[src/rtl/axi_llc_ax_splitter.sv]
// Splits one held AXI AW/AR transaction into per-cache-line LLC descriptors.
// Optional descriptor counter on desc_cnt_o: define AXI_LLC_SPLITTER_CNT_EN.

package axi_llc_ax_splitter_pkg;

  localparam int unsigned NumWays = 4;

  typedef logic [3:0]  llc_id_t;
  typedef logic [31:0] llc_addr_t;
  typedef logic [7:0]  llc_len_t;

  localparam logic [1:0] BurstFixed = 2'b00;
  localparam logic [1:0] BurstIncr  = 2'b01;
  localparam logic [1:0] BurstWrap  = 2'b10;
  localparam logic [1:0] RespOkay   = 2'b00;
  localparam logic [1:0] RespSlvErr = 2'b10;

  typedef struct packed {
    int unsigned SetAssociativity;
    int unsigned NumLines;
    int unsigned NumBlocks;
    int unsigned BlockSize;
    int unsigned BlockOffsetLength;
    int unsigned ByteOffsetLength;
  } llc_cfg_t;

  typedef struct packed {
    int unsigned IdWidth;
    int unsigned AddrWidthFull;
  } llc_axi_cfg_t;

  typedef struct packed {
    llc_id_t    id;
    llc_addr_t  addr;
    llc_len_t   len;
    logic [2:0] size;
    logic [1:0] burst;
    logic       lock;
    logic [3:0] cache;
    logic [2:0] prot;
    logic [3:0] qos;
    logic [3:0] region;
  } ax_chan_t;

  typedef struct packed {
    llc_id_t              a_x_id;
    llc_addr_t            a_x_addr;
    llc_len_t             a_x_len;
    logic [2:0]           a_x_size;
    logic [1:0]           a_x_burst;
    logic                 a_x_lock;
    logic [3:0]           a_x_cache;
    logic [2:0]           a_x_prot;
    logic [1:0]           x_resp;
    logic                 x_last;
    logic                 spm;
    logic                 rw;
    logic [NumWays-1:0]   way_ind;
    logic                 evict;
    logic                 refill;
    logic                 flush;
  } llc_desc_t;

  typedef struct packed {
    logic [31:0] idx;
    logic [63:0] start_addr;
    logic [63:0] end_addr;
  } xbar_rule_64_t;

endpackage

module axi_llc_ax_splitter
  import axi_llc_ax_splitter_pkg::*;
#(
  parameter llc_cfg_t Cfg = '{
    SetAssociativity:  NumWays,
    NumLines:          32'd256,
    NumBlocks:         32'd8,
    BlockSize:         32'd64,
    BlockOffsetLength: 32'd3,
    ByteOffsetLength:  32'd3
  },
  parameter llc_axi_cfg_t AxiCfg = '{
    IdWidth:       32'd4,
    AddrWidthFull: 32'd32
  },
  parameter type  chan_t = ax_chan_t,
  parameter logic Write  = 1'b0,
  parameter type  desc_t = llc_desc_t,
  parameter type  rule_t = xbar_rule_64_t
) (
  input  logic        clk_i,
  input  logic        rst_i,
  input  chan_t       ax_chan_i,
  input  logic        ax_chan_valid_i,
  output logic        ax_chan_ready_o,
  output desc_t       desc_o,
  output logic        desc_valid_o,
  input  logic        desc_ready_i,
  input  rule_t       cached_rule_i,
  input  rule_t       spm_rule_i,
  output logic        busy_o,
  output logic [31:0] desc_cnt_o
);

  localparam int unsigned AW = AxiCfg.AddrWidthFull;
  localparam int unsigned LineOffset =
    Cfg.ByteOffsetLength + Cfg.BlockOffsetLength;
  localparam int unsigned NW = Cfg.SetAssociativity;

  typedef logic [AW-1:0] addr_t;
  typedef logic [7:0]    len_t;
  typedef logic [NW-1:0] way_t;

  localparam addr_t LineBytes = addr_t'(1) << LineOffset;
  localparam addr_t LineMask  = ~(LineBytes - addr_t'(1));
  localparam addr_t WaySize   =
    addr_t'(Cfg.BlockSize / 32'd8 * Cfg.NumBlocks * Cfg.NumLines);

  typedef enum logic {
    Idle = 1'b0,
    Busy = 1'b1
  } state_e;

  state_e state_q;
  state_e state_d;
  chan_t  held_q;

  addr_t cur_addr;
  len_t  cur_len;
  addr_t line_addr;
  addr_t next_line;
  addr_t bytes_on_line;
  addr_t beats_m1_wide;
  len_t  beats_on_line;
  logic  x_last;

  logic  cached_hit;
  logic  spm_hit;
  way_t  spm_way;
  addr_t cached_lo;
  addr_t cached_hi;
  addr_t spm_base;

  logic  ax_hs;
  logic  desc_hs;
  desc_t desc;

  assign ax_hs   = ax_chan_valid_i & ax_chan_ready_o;
  assign desc_hs = desc_valid_o & desc_ready_i;

  // Line cut, derived only from the held transaction
  assign cur_addr      = addr_t'(held_q.addr);
  assign cur_len       = len_t'(held_q.len);
  assign line_addr     = cur_addr & LineMask;
  assign next_line     = line_addr + LineBytes;
  assign bytes_on_line = next_line - cur_addr;
  assign beats_m1_wide = (bytes_on_line - addr_t'(1)) >> held_q.size;
  assign beats_on_line = len_t'(beats_m1_wide) + len_t'(1);

  assign x_last = (held_q.burst == BurstFixed) ||
                  !((beats_on_line - len_t'(1)) < cur_len);

  // Address decode
  assign cached_lo  = addr_t'(cached_rule_i.start_addr);
  assign cached_hi  = addr_t'(cached_rule_i.end_addr);
  assign spm_base   = addr_t'(spm_rule_i.start_addr);
  assign cached_hit = (cur_addr >= cached_lo) && (cur_addr < cached_hi);

  always_comb begin
    addr_t lo;
    spm_hit = 1'b0;
    spm_way = '0;
    lo      = spm_base;
    for (int unsigned i = 0; i < NW; i++) begin
      lo = spm_base + addr_t'(i) * WaySize;
      if (!spm_hit && (cur_addr >= lo) &&
          (cur_addr < lo + WaySize)) begin
        spm_hit    = 1'b1;
        spm_way[i] = 1'b1;
      end
    end
  end

  always_comb begin
    desc           = '0;
    desc.a_x_id    = held_q.id;
    desc.a_x_addr  = held_q.addr;
    desc.a_x_size  = held_q.size;
    desc.a_x_burst = held_q.burst;
    desc.a_x_lock  = held_q.lock;
    desc.a_x_cache = held_q.cache;
    desc.a_x_prot  = held_q.prot;
    desc.rw        = Write;
    desc.x_resp    = RespOkay;
    desc.x_last    = x_last;
    desc.a_x_len   = x_last ? cur_len
                            : beats_on_line - len_t'(1);
    unique case (1'b1)
      cached_hit: desc.spm = 1'b0;
      spm_hit: begin
        desc.spm     = 1'b1;
        desc.way_ind = spm_way;
      end
      default: begin
        desc.spm     = 1'b1;
        desc.way_ind = way_t'(1);
        desc.x_resp  = RespSlvErr;
      end
    endcase
  end

  assign desc_o = desc;

  // FSM: state register
  always_ff @(posedge clk_i or posedge rst_i) begin
    if (rst_i) begin
      state_q <= Idle;
    end else begin
      state_q <= state_d;
    end
  end

  // FSM: next state
  always_comb begin
    state_d = state_q;
    unique case (state_q)
      Idle: if (ax_hs) state_d = Busy;
      Busy: if (desc_hs && x_last && !ax_hs) state_d = Idle;
      default: state_d = Idle;
    endcase
  end

  // FSM: outputs
  always_comb begin
    desc_valid_o    = 1'b0;
    busy_o          = 1'b0;
    ax_chan_ready_o = 1'b0;
    unique case (state_q)
      Idle: ax_chan_ready_o = 1'b1;
      Busy: begin
        desc_valid_o    = 1'b1;
        busy_o          = 1'b1;
        ax_chan_ready_o = desc_ready_i & x_last;
      end
      default: ;
    endcase
  end

  // Held transaction; rewritten to its remainder after each cut
  always_ff @(posedge clk_i or posedge rst_i) begin
    if (rst_i) begin
      held_q <= '0;
    end else if (ax_hs) begin
      held_q <= ax_chan_i;
    end else if (desc_hs && !x_last) begin
      held_q.addr <= next_line;
      held_q.len  <= cur_len - beats_on_line;
    end
  end

`ifdef AXI_LLC_SPLITTER_CNT_EN
  logic [31:0] cnt_q;

  always_ff @(posedge clk_i or posedge rst_i) begin
    if (rst_i) begin
      cnt_q <= '0;
    end else if (desc_hs && (cnt_q != 32'hFFFF_FFFF)) begin
      cnt_q <= cnt_q + 32'd1;
    end
  end

  assign desc_cnt_o = cnt_q;
`else
  assign desc_cnt_o = '0;
`endif

  logic unused_bits;
  assign unused_bits = ^{held_q, cached_rule_i, spm_rule_i};

endmodule

[config.mk]
export PLATFORM = sky130hd
export DESIGN_NAME = axi_llc_ax_splitter
export DESIGN_NICKNAME = d
export VERILOG_FILES = /design/src/rtl/axi_llc_ax_splitter.sv
export SDC_FILE = /design/constraint.sdc
export NUM_CORES = 1
export LEC_CHECK = 0
export BUFFER_PORTS_ARGS = -buffer_cell sky130_fd_sc_hd__buf_2
export CAP_MARGIN = 20
export CELL_PAD_IN_SITES_DETAIL_PLACEMENT = 1
export CELL_PAD_IN_SITES_GLOBAL_PLACEMENT = 1
export CORE_AREA = 2 2 191 193
export CTS_BUF_LIST = sky130_fd_sc_hd__clkbuf_4
export DETAILED_ROUTE_END_ITERATION = 10
export DIE_AREA = 0 0 193 195
export MAX_ROUTING_LAYER = met4
export PLACE_DENSITY_LB_ADDON = 0.08
export REMOVE_ABC_BUFFERS = 1
export SLEW_MARGIN = 20
export SYNTH_ARGS = -nofsm -noshare
export SYNTH_HDL_FRONTEND = slang
export SYNTH_SLANG_ARGS = --single-unit
[constraint.sdc]
create_clock -name clk_i -period 6.3 [get_ports clk_i]
set_input_delay 0.945 -clock clk_i [delete_from_list [all_inputs] [get_ports clk_i]]
set_output_delay 0.945 -clock clk_i [all_outputs]
set_load 0.01 [all_outputs]
Yosys cells after proc, flatten, opt, wreduce, memory -nomap -nowiden
Cells that the tools add are included.
{"block": "word_totals", "regBits": 58, "inputBits": 389, "output_inout_bits": 104, "word_cells": 76}
{"block": "classes", "n_addsub": 12, "magnitude_cmp": 11, "n_shift": 1, "mux": 18, "bitwise_logic": 4, "n_reduce_logical": 21}
{"operator": "$ge 32x32->1", "count": 5}
{"operator": "$lt 32x32->1", "count": 5}
{"operator": "$add 32x15->32 const B", "count": 4}
{"operator": "$mux 40", "count": 2}
{"operator": "$add 32x16->32 const B", "count": 2}
{"operator": "$add 32x7->32 const B", "count": 1}
{"operator": "$shr 32x3->8", "count": 1}
{"operator": "$sub 32x1->32 const B", "count": 1}
{"operator": "$sub 32x32->32", "count": 1}
{"operator": "$logic_and 1x1->1", "count": 11}
{"operator": "$mux 1", "count": 11}
{"operator": "$add 8x1->8 const B", "count": 1}
{"operator": "$lt 8x8->1", "count": 1}
{"operator": "$mux 8", "count": 1}
{"operator": "$pmux 4 s2", "count": 1}
{"operator": "$sub 8x1->8 const B", "count": 1}
{"operator": "$sub 8x8->8", "count": 1}
{"operator": "$logic_not 1->1", "count": 6}
{"operator": "$pmux 1 s2", "count": 2}
{"operator": "$and 1x1->1", "count": 3}
{"operator": "$logic_not 2->1", "count": 1}
{"operator": "$mux 2", "count": 1}
{"operator": "$reduce_bool 2->1", "count": 1}
{"operator": "$reduce_or 2->1", "count": 1}
{"operator": "2 further kinds", "count": 2}

Logic depth before layout (Yosys ltp)
Gate-level depths: netlist (run 1).
{"block": "logic_depth", "word_depth": 18, "depth_mapped": 24, "ltp_nobuf": 20}

Least setup slack after synthesis (run 1)
OpenSTA, ideal clock, no wires.
{"block": "synth_timing", "path_type": "input -> output", "startpoint": "input spm_rule_i[78] in the netlist's numbering", "endpoint": "output desc_o[3] in the netlist's numbering", "arrival_ps": 5039, "t_required_ps": 5355, "slack_ps": 316, "path_stages": 16, "n_path_buf": 1, "cell_sequence": "clkbuf_1 -> inv_1 -> ha_1 -> xor2_1 -> or3_1 -> or3_1 -> nor3_1 -> nor3b_1 -> nand2b_1 -> xnor2_1 -> ha_1 -> and4_1 -> or4bb_1 -> nor3_1 -> nor3_1 -> o41ai_1"}
{"element": "start: declaration", "line": "101", "source": "input rule_t spm_rule_i,"}
{"element": "end: declaration", "line": "97", "source": "output desc_t desc_o,"}

==> results of run 1 <==
[area by class of cell]
| type | count | share of cell area [%] |
|---|---|---|
| inverters | 131 | 3.705 |
| repair buffers | 321 | 13.89 |
| flip-flops and latches | 58 | 10.86 |
| well taps | 461 | 4.313 |
| clock buffers | 9 | 0.5052 |
| diodes | 4 | 0.07484 |
| multi-input cells | 1140 | 66.06 |
| clock inverters | 7 | 0.5894 |
[cells by family after synthesis]
kind of cell / share of synthesized area [%]
xor+xnor: 9.846
compound gates: 20.00
flops: 13.30
simple gates: 19.57
buf+inv: 8.654
fa+ha+maj: 25.73
other cells: 0.03435
mux: 2.866
[through the flow]
step                hold WS, ps  std cells
finish                    518.1       2131
global route              541.0       2131
CTS                       522.0       2119
detailed placement        491.5       2102
global placement          485.5       2102
floorplan                 513.3       1329
[path summary, 6_finish.rpt]
kind	startpoint	cells after the start	slack (ps)	to
worst max-delay path	spm_rule_i[79]	20	180	desc_o[6]
worst min-delay path	desc_o[65]	1	520	desc_o[65]
worst max register to register	cur_addr[7]	23	880	cur_addr[19]
worst min register to register	desc_o[65]	1	520	desc_o[65]
max in group asynchronous	rst_i	3	4960	cur_addr[9]
min in group asynchronous	rst_i	3	720	desc_o[65]
[state kept, by name (all words and copies together), names as in the netlist]
name	flops
desc_o	17
state_q	1
cur_len	8
cur_addr	32
[metal layers]
layer	routed length (µm)	GRT usage, %	vias up	part of all wire (%)
met5	0	-	-	0
met4	633	5.247	0	1.5
met3	953	1.618	26	2.3
met2	22710	43.01	161	54
met1	17560	25.51	5348	42
li1	-	-	5453	-
[Yosys cell counts, types with 5 or more instances]
library cell / instances
a211o_1: 5
a211oi_1: 6
a21o_1: 70
a21oi_1: 69
a221o_1: 15
a22oi_1: 5
a31oi_1: 5
and3_1: 21
and4_1: 6
buf_4: 39
clkbuf_1: 37
dfrtp_1: 58
ha_1: 222
inv_1: 129
mux2_2: 18
mux2i_1: 5
nand2_1: 104
nand2b_1: 22
nand3_1: 26
nand4_1: 40
nor2_1: 68
nor2b_1: 26
nor3_1: 39
nor3b_1: 8
nor4_1: 14
o211ai_1: 7
o21a_1: 10
o21ai_0: 73
o21ai_1: 5
o221ai_1: 10
o31ai_1: 5
or3_1: 18
xnor2_1: 81
xor2_1: 34
[where the power goes]
group | switching [mW] | internal (mW) | total [mW]
Sequential | 0.438 | 0.567 | 1.01
Combinational | 3.36 | 2.63 | 5.99
Clock | 0.186 | 0.123 | 0.309
Total | 3.98 | 3.32 | 7.31
[what timing repair did]
item                                    4_1_cts  5_1_grt
endpoints found under the setup margin        8       15
pin swaps                                     1        9
setup buffers                                 1        8
resized for setup                             3       38
hold endpoints to repair                      0        0
==> reports/qor.csv, run 1 <==
metric,value,unit
run_status,finished clean,
cp.required,5350,ps
wl,41.85,mm
synth-seq-cells,58,
maxCapViolations,0,
wl_per_cell,19.64,µm
clock-sinks,58,
cts_hold_buf,0,
final_common_cell,buf_2,
clock_path_buffers,2,
ir_worst_vdd,477.3,µV
routed_via_density,5.156,
utilization,37.78,%
cp-start-kind,input port,
setup_ws,182.5,ps
drt_drc_violations_left,0,
fin_crit_sh,97.10,%
antenna_found_initial,4,
grt_pass1_vias,11580,
crit_fanout,6,
multi_input_area,8835,µm²
synth_ff_type,dfrtp_1,
clk_latency,460,ps
synth.avg_cell_area,7.956,µm²
io_buffers,223,
synth_edf_count,0,
mostFrequentLayoutCells,"222 x buf_2, 219 x ha_1, 127 x inv_1, 103 x nand2_1, 97 x buf_4",
cts_tree,done,
dieArea,37640,µm²
track_usage,22.66,%
p_per_area,546.3,nW/µm²
path_clk_slew,130,ps
slowest_delay,380,ps
placed_cell_area,12970,µm²
grt_pass1_wl,64.06,mm
ios,493,
finalInstanceArea,13370,µm²
ant_nets,0,
clockRootBuffer,clkbuf_4,
clock-skew-final,16.56,ps
vias,10990,
grt_max_degree,59,
critPathKind,in -> out,
fin_tns_setup,0,ps
async_flop_share,100.0,%
synthesis.instances,1372,
critPathSlowestCell,or3_1,
hold_violations,0,
syn-cell-area,10920,µm²
critPathArrivalTime,5170,ps
drt_iter0_drc,364,
hp-class,reg -> reg,
p_leak,6.945,nW
ys_types,80,
synth_area_leaders,"ha_1 25%, dfrtp_1 13%, xnor2_1 6.5%",
min_period,6118,ps
cts_made_buffers,9,
coreArea,35400,µm²
dp_hpwl,34.59,mm
critPathBufInv,5,
synth_seq_area_share,13.30,%
nNetsFinal,2273,
seqCellArea,1453,µm²
drv_slew,0,
yosys.area.top_type,ha_1,
rows,69,
path_cells,buf_2 > clkinvlp_4 > ha_1 > xor2_1 > or3_1 > or3_1 > nor3_2 > buf_4 > xor2_1 > ha_1 > a21o_1 > a21o_1 > a21oi_1 > o21ai_0 > a221oi_2 > o221ai_1 > nor3_2 > buf_4 > nor3b_1 > buf_2,
yosys.area.top_type_share,25.45,%
yosysWarningCount,0,
htreeDepth,3,
path_delay_family,simple AND/OR/NAND/NOR gates,
start_util,30.84,%
gr-total-overflow,0,
power,7.306,mW
area_growth,22.52,%
fill_cells,4432,
max_slew.worst_pin.slew,879.8,ps
relSlewSlack,41.35,%
pre_cts_slack,106.9,ps
gp_congestion,0.8572,
setup_viol_count_final,0,
max_freq,163.5,MHz
drive_above_1_share,24.61,%
die_x,193,µm
first_pass_iters,4,
endpoint_kind,output port,
fp.dieH,195,µm
(Power assumes the default switching activity.)
==> run 2: changes to the inputs <==
--- a/config.mk
+++ b/config.mk
@@ -5,14 +5,15 @@
 export SDC_FILE = /design/constraint.sdc
 export NUM_CORES = 1
 export LEC_CHECK = 0
+export ABC_AREA = 1
 export BUFFER_PORTS_ARGS = -buffer_cell sky130_fd_sc_hd__buf_2
 export CAP_MARGIN = 20
 export CELL_PAD_IN_SITES_DETAIL_PLACEMENT = 1
 export CELL_PAD_IN_SITES_GLOBAL_PLACEMENT = 1
-export CORE_AREA = 2 2 191 193
+export CORE_AREA = 2 2 190 192
 export CTS_BUF_LIST = sky130_fd_sc_hd__clkbuf_4
 export DETAILED_ROUTE_END_ITERATION = 10
-export DIE_AREA = 0 0 193 195
+export DIE_AREA = 0 0 192 194
 export MAX_ROUTING_LAYER = met4
 export PLACE_DENSITY_LB_ADDON = 0.08
 export REMOVE_ABC_BUFFERS = 1
==> run 2 against run 1 <==
Compared with the run above: via count grew 3.5%; register-to-register slack got worse by 30 ps; maximum frequency increased by 4.1%; die area down 1.0%; critical path depth rose by 4; final cell count grew 8.7%; worst setup slack gained 240 ps; critical endpoint is now desc_o[3].
==> reports/qor.csv, run 2 <==
metric,value,unit
run_status,finished clean,
rows,69,
setup_viol_count_final,0,
hold_ws,489.4,ps
pwr-share-clk,3.9,%
syn-cell-area,11130,µm²
ios,493,
crit_fanout,5,
cp-start-kind,input port,
dieArea,37250,µm²
maxCapViolations,0,
final_common_cell,nand2_1,
min_period,5875,ps
path_delay_family,simple AND/OR/NAND/NOR gates,
drt_iter0_drc,374,
critPathKind,in -> out,
yosys.area.top_type_share,24.95,%
drv_slew,0,
synth_edf_count,0,
cts_tree,done,
yosysWarningCount,0,
synth-seq-cells,58,
synth_common_cells,"339 x nand2_1, 222 x ha_1, 222 x inv_1",
vias,11370,
wl_per_cell,17.24,µm
cts_made_buffers,9,
synth_ff_type,dfrtp_1,
critPathSlowestCell,or3_4,
synth_area_leaders,"ha_1 25%, dfrtp_1 13%, nand2_1 11%",
antenna_found_initial,4,
p_per_area,493.2,nW/µm²
io_buffers,223,
clock_path_buffers,2,
wl,39.93,mm
p_switching,3.824,mW
synthesis.instances,1596,
cp.required,5350,ps
path_cells,buf_2 > ha_1 > nand2_1 > nor2_4 > inv_4 > nor2_2 > xor2_2 > nor4_4 > nand3_2 > or3_4 > nor4_4 > nand2_1 > xnor2_1 > ha_1 > nand2_1 > inv_1 > nand3_1 > nor2_1 > a221oi_1 > o31ai_1 > o21a_1 > nand2_1 > o21ai_0 > buf_2,
grt_max_degree,59,
p_sw_share,59.49,%
hold_violations,0,
power,6.427,mW
endpoint_kind,output port,
r2r_start,cur_addr[7],
reg2reg_depth,35,
critPathArrivalTime,4930,ps
placed_cell_area,12780,µm²
dp_cells,2283,
slowest_delay,380,ps
path_common_cell,nand2_1,
grt_pass1_wl,62.82,mm
async_flop_share,100.0,%
synth_seq_area_share,13.04,%
track_usage,22.02,%
die_x,192,µm
relSlewSlack,43.61,%
seqCellArea,1456,µm²
clk_latency,450,ps
yosys.area.top_type,ha_1,
clock-sinks,58,
drive_above_1_share,20.43,%
clock-skew-final,35.87,ps
hold_end,desc_o[12],
fp.dieH,194,µm
multi_input_area,8547,µm²
fill_cells,4594,
ir_worst_vdd,315.5,µV
min-delay-start,desc_o[12],
gp_congestion,0.8234,
gr-total-overflow,0,
dp_hpwl,32.92,mm
coreArea,35220,µm²
largest_reg_flops,32,
hp-class,reg -> reg,
max_freq,170.2,MHz
cts_hold_buf,0,
p_int,2.604,mW
p_leak,7.058,nW
clockRootBuffer,clkbuf_4,
finalInstanceArea,13030,µm²
start_util,31.60,%
fin_crit_sh,93.25,%
path_clk_slew,120,ps
r2r_slack,850,ps
synth.most_common_cell,nand2_1,
htreeDepth,3,
grt_pass1_vias,11530,
r2r_end,cur_len[7],
synth.avg_cell_area,6.975,µm²
critPathBufInv,4,
drt_drc_violations_left,0,
nNetsFinal,2457,
final_cells,2316,
area_growth,17.06,%
p_seq_share,16.3,%
mostFrequentLayoutCells,"338 x nand2_1, 223 x buf_2, 222 x ha_1, 220 x inv_1, 110 x a21oi_1",
ys_types,67,
hold_depth,2,
utilization,37.00,%
ant_nets,0,
comb_power_share,79.9,%
max_slew.worst_pin.slew,845.9,ps
routed_via_density,4.911,
first_pass_iters,4,
==> run 2: changes by cell type after synthesis, moves of 20 or more <==
cell,delta
nand2_1,+235
inv_1,+93
a21o_1,-65
xnor2_1,-63
nand3_1,+55
xor2_1,+47
a21oi_1,+41
nor2b_1,-26
clkbuf_1,-25
nand2b_1,-22
and3_1,-20
==> run 2: area by class of cell <==
class                           count  area share, %
Sequential cell                    58          11.18
Timing Repair inverter              1        0.03841
Multi-Input combinational cell   1272          65.59
Timing Repair Buffer              265          10.96
Inverter                          238          6.875
Clock inverter                      6         0.2592
Tap cell                          461          4.426
Antenna cell                        5        0.09602
Clock buffer                       10         0.5761
==> run 2: metal layers <==
| metal | vias up | share of wire (%) | global-route usage [%] |
|---|---|---|---|
| li1 | 5814 | - | - |
| met1 | 5337 | 51 | 31.22 |
| met2 | 207 | 44 | 34.72 |
| met3 | 16 | 4.4 | 2.534 |
| met4 | 0 | 0.50 | 2.064 |
| met5 | - | 0 | - |
==> run 2: worst max path at each step <==
stage                     depth (start not counted)           start         end  slack [ps]
after floorplan                                  34     cur_addr[6]  cur_len[7]         180
after global placement                           24  spm_rule_i[79]   desc_o[3]         310
after detailed placement                         24  spm_rule_i[79]   desc_o[3]         260
after CTS                                        28     cur_addr[7]  desc_o[28]         130
after global routing                             28     cur_addr[7]  desc_o[25]        -0.2
final                                            24  spm_rule_i[79]   desc_o[3]         420
==> run 2: logic make-up (layout without fill, tap and decap cells) <==
| kind of cell | count (synthesis) | in the layout | synth area share [%] |
|---|---|---|---|
| DFF | 58 | 58 | 13.04 |
| other | 1 | 42 | 0.03369 |
| buffers and inverters | 302 | 520 | 11.72 |
| AOI/OAI and AO/OA | 259 | 259 | 14.01 |
| xor gates and xnor gates | 105 | 105 | 8.666 |
| adders and majority gates | 223 | 223 | 25.13 |
| and+or+nand+nor | 648 | 648 | 27.40 |
==> run 2: what timing repair did <==
action | in CTS | in global routing
gates resized for setup | 0 | 11
setup endpoints to repair | 0 | 11
buffers inserted | 0 | 11
hold endpoints to repair | 0 | 0
==> run 2: metrics by stage <==
stage | TNS [ps] | setup WS, ps
CTS | 0 | 125.2
floorplan | 0 | 180.3
finish | 0 | 425.0
global route | -0.1896 | -0.1896
global placement | 0 | 310.0
detailed placement | 0 | 257.7
==> run 2: power groups by stage <==
stage	Sequential, mW	Clock, mW	Combinational (mW)
5_1_grt	1.09	0.279	5.91
3_3_place_gp	1.07	0	4.88
3_5_place_dp	1.07	0	5.01
6_report	1.05	0.248	5.13
4_1_cts	1.07	0.268	5.05
2_1_floorplan	0.966	0	3.33
==> run 2: worst reg2reg max path, delay by kind of cell (launching register included) <==
family                   cells  cell delay (ps)
adder cells (fa/ha/maj)      3              800
AND/OR/NAND/NOR             17             1820
AO/OA/AOI/OAI                5              790
flip-flops                   1              470
XOR/XNOR                     1              220
buffers and inverters        9             1310
